### src/rtl/tmds_encoder_bank.sv
// tmds_encoder_bank: N-channel TMDS 8b/10b encoder bank in the pixel-clock domain.
// Two registered stages: per-channel q_m transition minimisation, then DC-balance / control coding.
// Optional feature macro: HDMI_GUARD_BAND_EN. When defined, a 10-deep input delay line is inserted and
// the live de_i acts as a look-ahead so that HDMI video preamble and guard band can be placed in the
// blanking cycles that precede each active-video period.
module tmds_encoder_bank #(
  parameter int NB_CHAN = 3
) (
  input  logic                    clk_pix,
  input  logic                    rst_n,
  input  logic                    de_i,
  input  logic [2*NB_CHAN-1:0]    ctrl_i,
  input  logic [8*NB_CHAN-1:0]    data_i,
  output logic [10*NB_CHAN-1:0]   tmds_o,
  output logic                    de_o
);

  // Stream entering stage 1 (live inputs, or the delayed stream with preamble overrides applied)
  logic                  w_s0_de;
  logic [2*NB_CHAN-1:0]  w_s0_ctrl;
  logic [8*NB_CHAN-1:0]  w_s0_data;
  logic                  w_s0_guard;

`ifdef HDMI_GUARD_BAND_EN
  // r_dl_de[0] is the newest sample, r_dl_de[9] the oldest (the one being encoded next)
  logic [9:0]            r_dl_de;
  logic [2*NB_CHAN-1:0]  r_dl_ctrl [10];
  logic [8*NB_CHAN-1:0]  r_dl_data [10];
  // w_future[k] = de of the delayed stream k cycles after the oldest entry
  logic [10:1]           w_future;
  logic [3:0]            w_k;
  logic                  w_pre;

  // 10-deep delay line for de, ctrl and data
  always_ff @(posedge clk_pix) begin
    if (!rst_n) begin
      r_dl_de <= '0;
      for (int i = 0; i < 10; i++) begin
        r_dl_ctrl[i] <= '0;
        r_dl_data[i] <= '0;
      end
    end else begin
      r_dl_de      <= {r_dl_de[8:0], de_i};
      r_dl_ctrl[0] <= ctrl_i;
      r_dl_data[0] <= data_i;
      for (int i = 1; i < 10; i++) begin
        r_dl_ctrl[i] <= r_dl_ctrl[i-1];
        r_dl_data[i] <= r_dl_data[i-1];
      end
    end
  end

  for (genvar gi = 1; gi < 10; gi++) begin : g_future
    assign w_future[gi] = r_dl_de[9-gi];
  end
  assign w_future[10] = de_i;

  // Distance to the nearest upcoming de=1 in the look-ahead window (0 = none within 10)
  always_comb begin
    w_k = 4'd0;
    for (int k = 10; k >= 1; k--) begin
      if (w_future[k]) w_k = 4'(k);
    end
  end

  assign w_pre      = !r_dl_de[9] && (w_k >= 4'd3);
  assign w_s0_guard = !r_dl_de[9] && (w_k != 4'd0) && (w_k <= 4'd2);
  assign w_s0_de    = r_dl_de[9];
  assign w_s0_data  = r_dl_data[9];

  // Video preamble: ch1 ctrl = 01, ch2 ctrl = 00; ch0 keeps its sync pair
  always_comb begin
    w_s0_ctrl = r_dl_ctrl[9];
    if (w_pre) begin
      w_s0_ctrl[3:2] = 2'b01;
      w_s0_ctrl[5:4] = 2'b00;
    end
  end
`else
  assign w_s0_de    = de_i;
  assign w_s0_ctrl  = ctrl_i;
  assign w_s0_data  = data_i;
  assign w_s0_guard = 1'b0;
`endif

  logic                  r_s1_de;
  logic                  r_s1_guard;
  logic [2*NB_CHAN-1:0]  r_s1_ctrl;
  logic                  r_de_o;

  // Stage-1 and output registers shared by all channels
  always_ff @(posedge clk_pix) begin
    if (!rst_n) begin
      r_s1_de    <= 1'b0;
      r_s1_guard <= 1'b0;
      r_s1_ctrl  <= '0;
      r_de_o     <= 1'b0;
    end else begin
      r_s1_de    <= w_s0_de;
      r_s1_guard <= w_s0_guard;
      r_s1_ctrl  <= w_s0_ctrl;
      r_de_o     <= r_s1_de;
    end
  end

  assign de_o = r_de_o;

  for (genvar gi = 0; gi < NB_CHAN; gi++) begin : g_chan
    // Guard-band symbol differs on ch1; only ch0..ch2 are ever overridden
    localparam logic [9:0] GUARD_SYM = (gi == 1) ? 10'h133 : 10'h2CC;
    localparam bit         HAS_GUARD = (gi < 3);

    logic [7:0]        w_d;
    logic [3:0]        w_n1;
    logic              w_xnor;
    logic [8:0]        w_qm;
    logic [8:0]        r_qm;
    logic [3:0]        w_ones;
    logic signed [5:0] w_diff6;
    logic signed [4:0] w_diff;
    logic [1:0]        w_c;
    logic [9:0]        w_sym;
    logic signed [4:0] w_cnt_next;
    logic [9:0]        r_sym;
    logic signed [4:0] r_cnt;

    assign w_d    = w_s0_data[8*gi +: 8];
    assign w_n1   = 4'($countones(w_d));
    assign w_xnor = (w_n1 > 4'd4) || ((w_n1 == 4'd4) && !w_d[0]);

    // A chain of i XNORs equals the prefix parity inverted on odd bit positions
    assign w_qm[0] = w_d[0];
    for (genvar gj = 1; gj < 8; gj++) begin : g_qm
      assign w_qm[gj] = (^w_d[gj:0]) ^ ((gj % 2 == 1) ? w_xnor : 1'b0);
    end
    assign w_qm[8] = !w_xnor;

    // Stage 1: hold the transition-minimised word
    always_ff @(posedge clk_pix) begin
      if (!rst_n) r_qm <= '0;
      else        r_qm <= w_qm;
    end

    assign w_ones  = 4'($countones(r_qm[7:0]));
    assign w_diff6 = $signed({1'b0, w_ones, 1'b0}) - 6'sd8;   // N1 - N0
    assign w_diff  = w_diff6[4:0];
    assign w_c     = r_s1_ctrl[2*gi +: 2];

    // Stage 2 next state: DC-balance coding for video, fixed symbols for blanking
    always_comb begin
      w_sym      = 10'h354;
      w_cnt_next = r_cnt;
      if (!r_s1_de) begin
        w_cnt_next = 5'sd0;
        if (HAS_GUARD && r_s1_guard) begin
          w_sym = GUARD_SYM;
        end else begin
          case (w_c)
            2'b00:   w_sym = 10'h354;
            2'b01:   w_sym = 10'h0AB;
            2'b10:   w_sym = 10'h154;
            default: w_sym = 10'h2AB;
          endcase
        end
      end else if ((r_cnt == 5'sd0) || (w_ones == 4'd4)) begin
        w_sym      = {~r_qm[8], r_qm[8], r_qm[8] ? r_qm[7:0] : ~r_qm[7:0]};
        w_cnt_next = r_qm[8] ? (r_cnt + w_diff) : (r_cnt - w_diff);
      end else if (((r_cnt > 5'sd0) && (w_ones > 4'd4)) || ((r_cnt < 5'sd0) && (w_ones < 4'd4))) begin
        w_sym      = {1'b1, r_qm[8], ~r_qm[7:0]};
        w_cnt_next = r_cnt + (r_qm[8] ? 5'sd2 : 5'sd0) - w_diff;
      end else begin
        w_sym      = {1'b0, r_qm[8], r_qm[7:0]};
        w_cnt_next = r_cnt - (r_qm[8] ? 5'sd0 : 5'sd2) + w_diff;
      end
    end

    // Stage 2: output symbol and running disparity
    always_ff @(posedge clk_pix) begin
      if (!rst_n) begin
        r_sym <= 10'h354;
        r_cnt <= 5'sd0;
      end else begin
        r_sym <= w_sym;
        r_cnt <= w_cnt_next;
      end
    end

    assign tmds_o[10*gi +: 10] = r_sym;
  end

endmodule

### config.mk
export PLATFORM = sky130hd
export DESIGN_NAME = tmds_encoder_bank
export DESIGN_NICKNAME = d
export VERILOG_FILES = /design/src/rtl/tmds_encoder_bank.sv
export SDC_FILE = /design/constraint.sdc
export NUM_CORES = 1
export LEC_CHECK = 0
export CAP_MARGIN = 20
export CORE_ASPECT_RATIO = 0.5
export CORE_UTILIZATION = 25
export CTS_BUF_LIST = sky130_fd_sc_hd__clkbuf_4 sky130_fd_sc_hd__clkbuf_8 sky130_fd_sc_hd__clkbuf_16
export CTS_CLUSTER_SIZE = 12
export DETAILED_ROUTE_END_ITERATION = 12
export DONT_BUFFER_PORTS = 1
export GPL_TIMING_DRIVEN = 0
export PLACE_DENSITY = 0.39
export SLEW_MARGIN = 5
export SYNTH_ARGS = -nofsm -noshare
export SYNTH_HDL_FRONTEND = slang
export SYNTH_SLANG_ARGS = --single-unit
### constraint.sdc
create_clock -name clk_pix -period 7.4 [get_ports clk_pix]
set_input_delay 1.11 -clock clk_pix [delete_from_list [all_inputs] [get_ports clk_pix]]
set_output_delay 1.11 -clock clk_pix [all_outputs]
set_load 0.05 [all_outputs]
# ---- Word level (Yosys, flattened, before mapping)
# Cells that the tools add are included.
dict set report word_totals {
  ff_bits 80
  output_inout_bits 31
  word_cells 202
}
dict set report classes {
  addsub 63
  magnitude_cmp 15
  eq_ne 12
  mux 30
  bitwise_logic 18
  reduce_logical 52
}
# op count
set op_table {}
lappend op_table {{$mux 10} 9}
lappend op_table {{$pmux 10 s3} 3}
lappend op_table {{$add 1x1->2} 24}
lappend op_table {{$mux 5} 9}
lappend op_table {{$add 2x2->3} 12}
lappend op_table {{$add 5x5->5} 6}
lappend op_table {{$sub 5x5->5} 6}
lappend op_table {{$add 3x3->4} 6}
lappend op_table {{$eq 4x3->1 const B} 6}
lappend op_table {{$gt 4x3->1 const B} 6}
lappend op_table {{$mux 8} 3}
lappend op_table {{$not 8->8} 3}
lappend op_table {{$reduce_xor 8->1} 3}
lappend op_table {{$reduce_xor 7->1} 3}
lappend op_table {{$reduce_xor 6->1} 3}
lappend op_table {{$add 5x3->5} 3}
lappend op_table {{$gt 5x1->1 const B} 3}
lappend op_table {{$logic_not 5->1} 3}
lappend op_table {{$lt 5x1->1 const B} 3}
lappend op_table {{$reduce_xor 5->1} 3}
lappend op_table {{$sub 5x3->5} 3}
lappend op_table {{$sub 5x4->5 const B} 3}
lappend op_table {{$lt 4x3->1 const B} 3}
lappend op_table {{$mux 2} 6}
lappend op_table {{12 further kinds} 58}

# ---- Longest topological paths before layout
# Gate-level depths: netlist of run 1.
dict set report depth {
  ltp_word 9
  mapped_depth 18
  ltp_nobuf 18
}

# ---- Worst setup path after synthesis of run 1
# No wires, ideal clock.
dict set report synth_path {
  path_kind {in2reg}
  from {input data_i[0]}
  to {register g_chan[0].r_qm[5]}
  t_arrival_ps 4428
  required_ps 7268
  slack_ps 2841
  path_stages 14
  path_buffers 0
  cell_sequence {fa_1 -> inv_1 -> fa_1 -> fa_1 -> inv_1 -> ha_1 -> inv_1 -> fa_1 -> nand3b_1 -> a221o_1 -> a22oi_1 -> xor2_1 -> and2_1 -> nor3_1}
}
dict set report synth_via {
  elab_chain_cells 7
}
# item line
set synth_rtl {}
lappend synth_rtl {{start, declared} 13} ;# input logic [8*NB_CHAN-1:0] data_i,
lappend synth_rtl {{parallel branches: the longest is 6 deep, another holds $add 3x3->4} --}
lappend synth_rtl {{$xor 1x1->1 *} 134} ;# assign w_qm[gj] = (^w_d[gj:0]) ^ ((gj % 2 == 1) ? w_xnor : 1'b0);
lappend synth_rtl {{end signal, assigned} 141} ;# else r_qm <= w_qm;
lappend synth_rtl {{end, declared} 117} ;# logic [8:0] r_qm;
# Mark *: on every way between the ends.
# A chain may end at the register's enable or synchronous reset.

# ---- Final worst setup path of run 1
dict set report layout_path {
  from {register g_chan[1].r_qm[0]}
  to {register g_chan[1].r_cnt[4]}
}
dict set report layout_via {
  elab_chain_cells 8
}
# item line
set layout_rtl {}
lappend layout_rtl {{start, declared} 117}
lappend layout_rtl {{start signal, assigned} 141}
lappend layout_rtl {{$add 1x1->2 (implied by the code) *} 144} ;# assign w_ones = 4'($countones(r_qm[7:0]));
lappend layout_rtl {{$add 2x2->3 (implied by the code) *} 144}
lappend layout_rtl {{$add 3x3->4 (implied by the code) *} 144}
lappend layout_rtl {{parallel branches: the longest is 4 deep, another holds $sub 5x4->5} --}
lappend layout_rtl {{$mux 5 *} 165} ;# end else if ((r_cnt == 5'sd0) || (w_ones == 4'd4)) begin
lappend layout_rtl {{end signal, assigned} 184} ;# r_cnt <= w_cnt_next;
lappend layout_rtl {{end, declared} 125} ;# logic signed [4:0] r_cnt;
# Marks and branches as above.

==> results of run 1 <==
-- area by class of cell --
| class | instances | area, um^2 |
|---|---|---|
| Tap cell | 307 | 384 |
| Clock buffer | 11 | 240 |
| Clock inverter | 5 | 35.0 |
| Buffer | 17 | 83.8 |
| Fill cell | 2477 | 16300 |
| Inverter | 107 | 402 |
| Multi-Input combinational cell | 423 | 3800 |
| Sequential cell | 77 | 1540 |
-- Yosys cell counts, types with 4 or more instances --
library cell,number
and2_1,19
nand2b_1,6
nor2b_1,7
nand2_1,14
mux2_2,5
a211oi_1,8
maj3_1,4
inv_1,106
o21ai_0,15
dfxtp_1,77
ha_1,66
nor3_1,11
clkbuf_1,12
nand4_1,8
xor2_1,22
a21o_1,13
nand3_1,12
fa_1,39
nor2_1,38
a21oi_1,23
o211ai_1,9
mux2i_1,7
xnor2_1,60
-- kinds of logic (layout without fill, tap and decap cells) --
group / count (synthesis) / count (layout)
and+or+nand+nor: 127 / 127
muxes: 13 / 13
DFF: 77 / 77
adders and majority gates: 109 / 109
buffers and inverters: 124 / 140
xor gates and xnor gates: 83 / 83
AOI/OAI and AO/OA: 91 / 91
-- routing by layer --
layer / wire, um / track usage / up-vias
met5: 0 / 0 / -
met4: 172 / 0.0360 / 0
met3: 325 / 0.0230 / 11
met2: 5540 / 0.171 / 45
met1: 6940 / 0.164 / 1841
li1: - / - / 2032
-- final timing paths --
path | startpoint | endpoint | slack [ps] | depth (start not counted)
setup / recovery | g_chan[1].r_qm[0]$_SDFF_PN0_ | g_chan[1].r_cnt[4]$_SDFF_PN0_ | 2720 | 17
hold / removal | g_chan[2].r_qm[5]$_SDFF_PN0_ | g_chan[2].r_sym[5]$_SDFF_PN0_ | 530 | 2
setup reg to reg | g_chan[1].r_qm[0]$_SDFF_PN0_ | g_chan[1].r_cnt[4]$_SDFF_PN0_ | 2720 | 17
hold reg to reg | g_chan[2].r_qm[5]$_SDFF_PN0_ | g_chan[2].r_sym[5]$_SDFF_PN0_ | 530 | 2
-- tightest hold or removal path, stage by stage (launching register included) --
cell,delay (ps)
dfxtp_1,310
nand4_1,80
o211ai_1,90
-- sequential cells by signal, summed over array words and instances, names as in the netlist --
| name | flops |
|---|---|
| g_chan.r_sym | 30 |
| g_chan.r_cnt | 12 |
| r_s1_de | 1 |
| de_o | 1 |
| r_s1_ctrl | 6 |
| g_chan.r_qm | 27 |
-- stage by stage --
stage               hold WS [ps]  setup WS, ps
floorplan                    493          2840
global route                 569          2450
CTS                          542          2690
detailed placement           527          2550
global placement             518          2590
finish                       535          2720
==> flow_metrics.env, run 1 <==
export IMPL_wl_per_cell_um=13.7
export IMPL_clkTransAtPathRegs_ps=60
export IMPL_cts_tree="yes"
export IMPL_drv_slew=0
export IMPL_synth_compound_area_share=0.108
export IMPL_diodes=0
export IMPL_postCtsHoldBufs=0
export IMPL_cp_max_fo=5
export IMPL_row_count=39
export IMPL_clock_latency_ps=340
export IMPL_drive_above_1_share=0.0516
export IMPL_synth_area_mux_share=0.0243
export IMPL_hold_viol=0
export IMPL_cp_data_required_time_ps=7610
export IMPL_finish_utilization=0.284
export IMPL_hold_class="flop to flop"
export IMPL_cpMaxStageDelayCell="fa_1"
export IMPL_drt_pass1_iter_count=8
export IMPL_final_area_um2=6490
export IMPL_path_delay_family="adder cells"
export IMPL_cts_buffers=9
export IMPL_post_route_min_period_ps=4680
export IMPL_syn_area_per_cell_um2=9.34
export IMPL_max_stage_delay_ps=550
export IMPL_cp_end_kind="flop"
export IMPL_gp_congestion=0.749
export IMPL_ys_flop_type="dfxtp_1"
export IMPL_crit_type="flop to flop"
export IMPL_cts_resized_gates=0
export IMPL_min_period_over_period=0.633
export IMPL_die_y_um=110
export IMPL_async_flop_share=0
export IMPL_die_area_um2=24000
export IMPL_synth_top_family_by_area="adder cells"
export IMPL_die_x_um=218
export IMPL_core_um2=22800
export IMPL_cts_htree_levels=3
export IMPL_portBuffers=0
export IMPL_grt_ovfl_total=0
export IMPL_fin_skew_ps=7.73
export IMPL_antenna_found_initial=0
export IMPL_synth_area_leaders="dfxtp_1 26%, ha_1 14%, fa_1 13%, xnor2_1 9.0%, inv_1 6.8%"
export IMPL_synth_cells=624
export IMPL_status="complete, but fails checks"
export IMPL_first_iter_violations=129
export IMPL_ant_nets=0
export IMPL_cp_start_kind="flop"
export IMPL_critical_path_cell_chain="inv_1 -> fa_1 -> fa_1 -> fa_1 -> inv_1 -> ha_1 -> inv_1 -> fa_1 -> ha_1 -> inv_1 -> ha_1 -> a21oi_1 -> maj3_1 -> xnor2_1 -> nor3_1 -> o311ai_0 -> o41ai_1"
export IMPL_nets=773
export IMPL_start_util=0.255
export IMPL_mostFrequentLayoutCell="inv_1"
export IMPL_fin_cells=947
export IMPL_crit_arrival_ps=4890
export IMPL_syn_area_um2=5830
export IMPL_violations="design-rule violations"
export IMPL_ys_ff_latch=77
export IMPL_grt_use_total=0.115
export IMPL_synth_edf_count=0
export IMPL_drc=1
export IMPL_fin_setup_tns_ps=0
export IMPL_slew_headroom=0.377
export IMPL_dp_cells=931
export IMPL_placed_cell_area_um2=6210
export IMPL_num_vias=3929
export IMPL_io_pins=64
export IMPL_yosys_warnings=0
export IMPL_syn_nets=762
export IMPL_grt_pass1_vias=3889
export IMPL_yosysUniqueCellTypes=52
export IMPL_synth_top_cell_by_area="dfxtp_1"
export IMPL_layout_common_cells="106 x inv_1, 77 x dfxtp_1, 66 x ha_1"
export IMPL_cap_viol_max_count=0
export IMPL_grt_pass1_wl_um=20900
export IMPL_crit_buf_inv=4
export IMPL_area_delta_synth_final_pct=11.3
export IMPL_setup_violations=0
export IMPL_wirelength_um=13000
export IMPL_yosys_area_share_adder=0.283
export IMPL_tightest_slew_ps=927
export IMPL_cts_setup_buffers=0
export IMPL_cts_sinks=77
export IMPL_clk_path_buf_depth=2
export IMPL_netlist_area_leader_share=0.264
export IMPL_place_hpwl_um=10700
export IMPL_synth_xor_area_share=0.127
export IMPL_synth_simple_gate_area_frac=0.111
export IMPL_timing_fmax_mhz=214
export IMPL_cts_root_buffer_cell="clkbuf_16"
export IMPL_grt_max_degree=14
export IMPL_ys_seq_area_frac=0.264
export IMPL_viasPerCell=4.15
export IMPL_rsz0062_at_grt="no"
Power of run 1 is not shown: default switching activity piles up to over one toggle a cycle in this logic, so the estimate is an artifact.
==> inputs of run 2 (changes only) <==
==> constraint.sdc (replaced) <==
create_clock -name clk_pix -period 4.7 [get_ports clk_pix]
set_input_delay 0.705 -clock clk_pix [delete_from_list [all_inputs] [get_ports clk_pix]]
set_output_delay 0.705 -clock clk_pix [all_outputs]
set_load 0.05 [all_outputs]
==> run 2 against run 1 <==
Sequential share of layout area decreased by 0.27 points; largest cell class unchanged; cell area grew 1.3%; clock-buffer cell count unchanged; setup slack got worse by 2600 ps; the flow still finishes with violations (design-rule violations); critical path type unchanged; global-route usage unchanged.
==> flow_metrics.env, run 2 (synthesized netlist as in run 1, its figures left out) <==
export IMPL_status="complete, but fails checks"
export IMPL_violations="design-rule violations"
export IMPL_crit_arrival_ps=4750
export IMPL_grt_pass1_vias=3889
export IMPL_placed_cell_area_um2=6210
export IMPL_place_hpwl_um=10700
export IMPL_grt_pass1_wl_um=20900
export IMPL_io_pins=64
export IMPL_start_util=0.255
export IMPL_drt_pass1_iter_count=8
export IMPL_die_x_um=218
export IMPL_mostFrequentLayoutCell="inv_1"
export IMPL_fin_setup_tns_ps=0
export IMPL_grt_use_total=0.115
export IMPL_cp_max_fo=5
export IMPL_layout_common_cells="103 x inv_1, 75 x dfxtp_1, 63 x ha_1"
export IMPL_cp_start_kind="flop"
export IMPL_top_register="g_chan.r_sym"
export IMPL_portBuffers=0
export IMPL_die_area_um2=24000
export IMPL_first_iter_violations=117
export IMPL_min_period_over_period=0.966
export IMPL_largest_register_ffs=30
export IMPL_cp_data_required_time_ps=4920
export IMPL_cts_sinks=77
export IMPL_cts_root_buffer_cell="clkbuf_16"
export IMPL_drive_above_1_share=0.0766
export IMPL_hold_class="input port to flop"
export IMPL_grt_max_degree=14
export IMPL_core_um2=22800
export IMPL_rrSetupSlack_ps=160
export IMPL_viasPerCell=4.15
export IMPL_clkTransAtPathRegs_ps=60
export IMPL_die_y_um=110
export IMPL_wl_per_cell_um=13.8
export IMPL_cp_end_kind="flop"
export IMPL_antenna_found_initial=0
export IMPL_dp_cells=931
export IMPL_num_vias=3932
export IMPL_cts_tree="yes"
export IMPL_fin_skew_ps=8.00
export IMPL_wirelength_um=13000
export IMPL_cts_setup_buffers=0
export IMPL_hold_viol=0
export IMPL_slew_headroom=0.387
export IMPL_nets=773
export IMPL_clk_path_buf_depth=2
export IMPL_clock_latency_ps=340
export IMPL_row_count=39
export IMPL_final_area_um2=6570
export IMPL_tightest_slew_ps=913
export IMPL_rsz0062_at_grt="yes"
export IMPL_drv_slew=0
export IMPL_gp_congestion=0.749
export IMPL_cts_buffers=9
export IMPL_diodes=0
export IMPL_grt_ovfl_total=0
export IMPL_area_delta_synth_final_pct=12.8
export IMPL_crit_type="flop to flop"
export IMPL_post_route_min_period_ps=4540
export IMPL_ant_nets=0
export IMPL_timing_fmax_mhz=220
export IMPL_fin_cells=947
export IMPL_setup_violations=0
export IMPL_top_regs="g_chan.r_sym x30, g_chan.r_qm x27, g_chan.r_cnt x12"
export IMPL_drc=1
export IMPL_cap_viol_max_count=0
export IMPL_cts_htree_levels=3
==> run 2: final timing paths <==
kind,startpoint,end,cells after the start
max,g_chan[1].r_qm[3]$_SDFF_PN0_,g_chan[1].r_cnt[4]$_SDFF_PN0_,17
min,ctrl_i[4],r_s1_ctrl[4]$_SDFF_PN0_,1
min reg2reg,g_chan[2].r_qm[5]$_SDFF_PN0_,g_chan[2].r_sym[5]$_SDFF_PN0_,2
max reg2reg,g_chan[1].r_qm[3]$_SDFF_PN0_,g_chan[1].r_cnt[4]$_SDFF_PN0_,17
==> run 2: what timing repair did <==
item | 4_1_cts | 5_1_grt
endpoints found under the setup margin | 1 | 19
pin swaps | 0 | 10
gates resized for setup | 1 | 21
hold buffers | 0 | 0
==> run 2: worst max-delay path: stages, from the launching register on <==
cell	delay [ps]
dfxtp_2	330
inv_1	60
fa_1	500
fa_1	540
fa_1	410
inv_1	70
ha_2	170
inv_1	60
fa_2	570
ha_4	310
inv_2	60
ha_1	280
a21oi_1	70
maj3_1	380
xnor2_1	190
nor3_1	80
o311ai_1	240
o41ai_1	120
==> run 2: final cells by class <==
| class | instances | area, um^2 |
|---|---|---|
| Clock inverter | 5 | 35.0 |
| Multi-Input combinational cell | 423 | 3880 |
| Tap cell | 307 | 384 |
| Sequential cell | 77 | 1540 |
| Clock buffer | 11 | 240 |
| Fill cell | 2468 | 16300 |
| Inverter | 107 | 402 |
| Buffer | 17 | 83.8 |
==> run 2: metrics by stage <==
stage	utilization	setup slack, ps	hold WS [ps]
detailed placement	0.272	-0.485	527
finish	0.288	162	482
CTS	0.284	33.0	465
global route	0.288	-22.6	471
floorplan	-	324	493
global placement	0.272	30.2	518
==> run 2: metal layers <==
| metal | GRT usage | wire length (um) |
|---|---|---|
| met5 | 0 | 0 |
| met2 | 0.171 | 5580 |
| met1 | 0.164 | 6990 |
| met3 | 0.0230 | 294 |
| met4 | 0.0360 | 177 |
Power of run 2 is left out for the same reason.
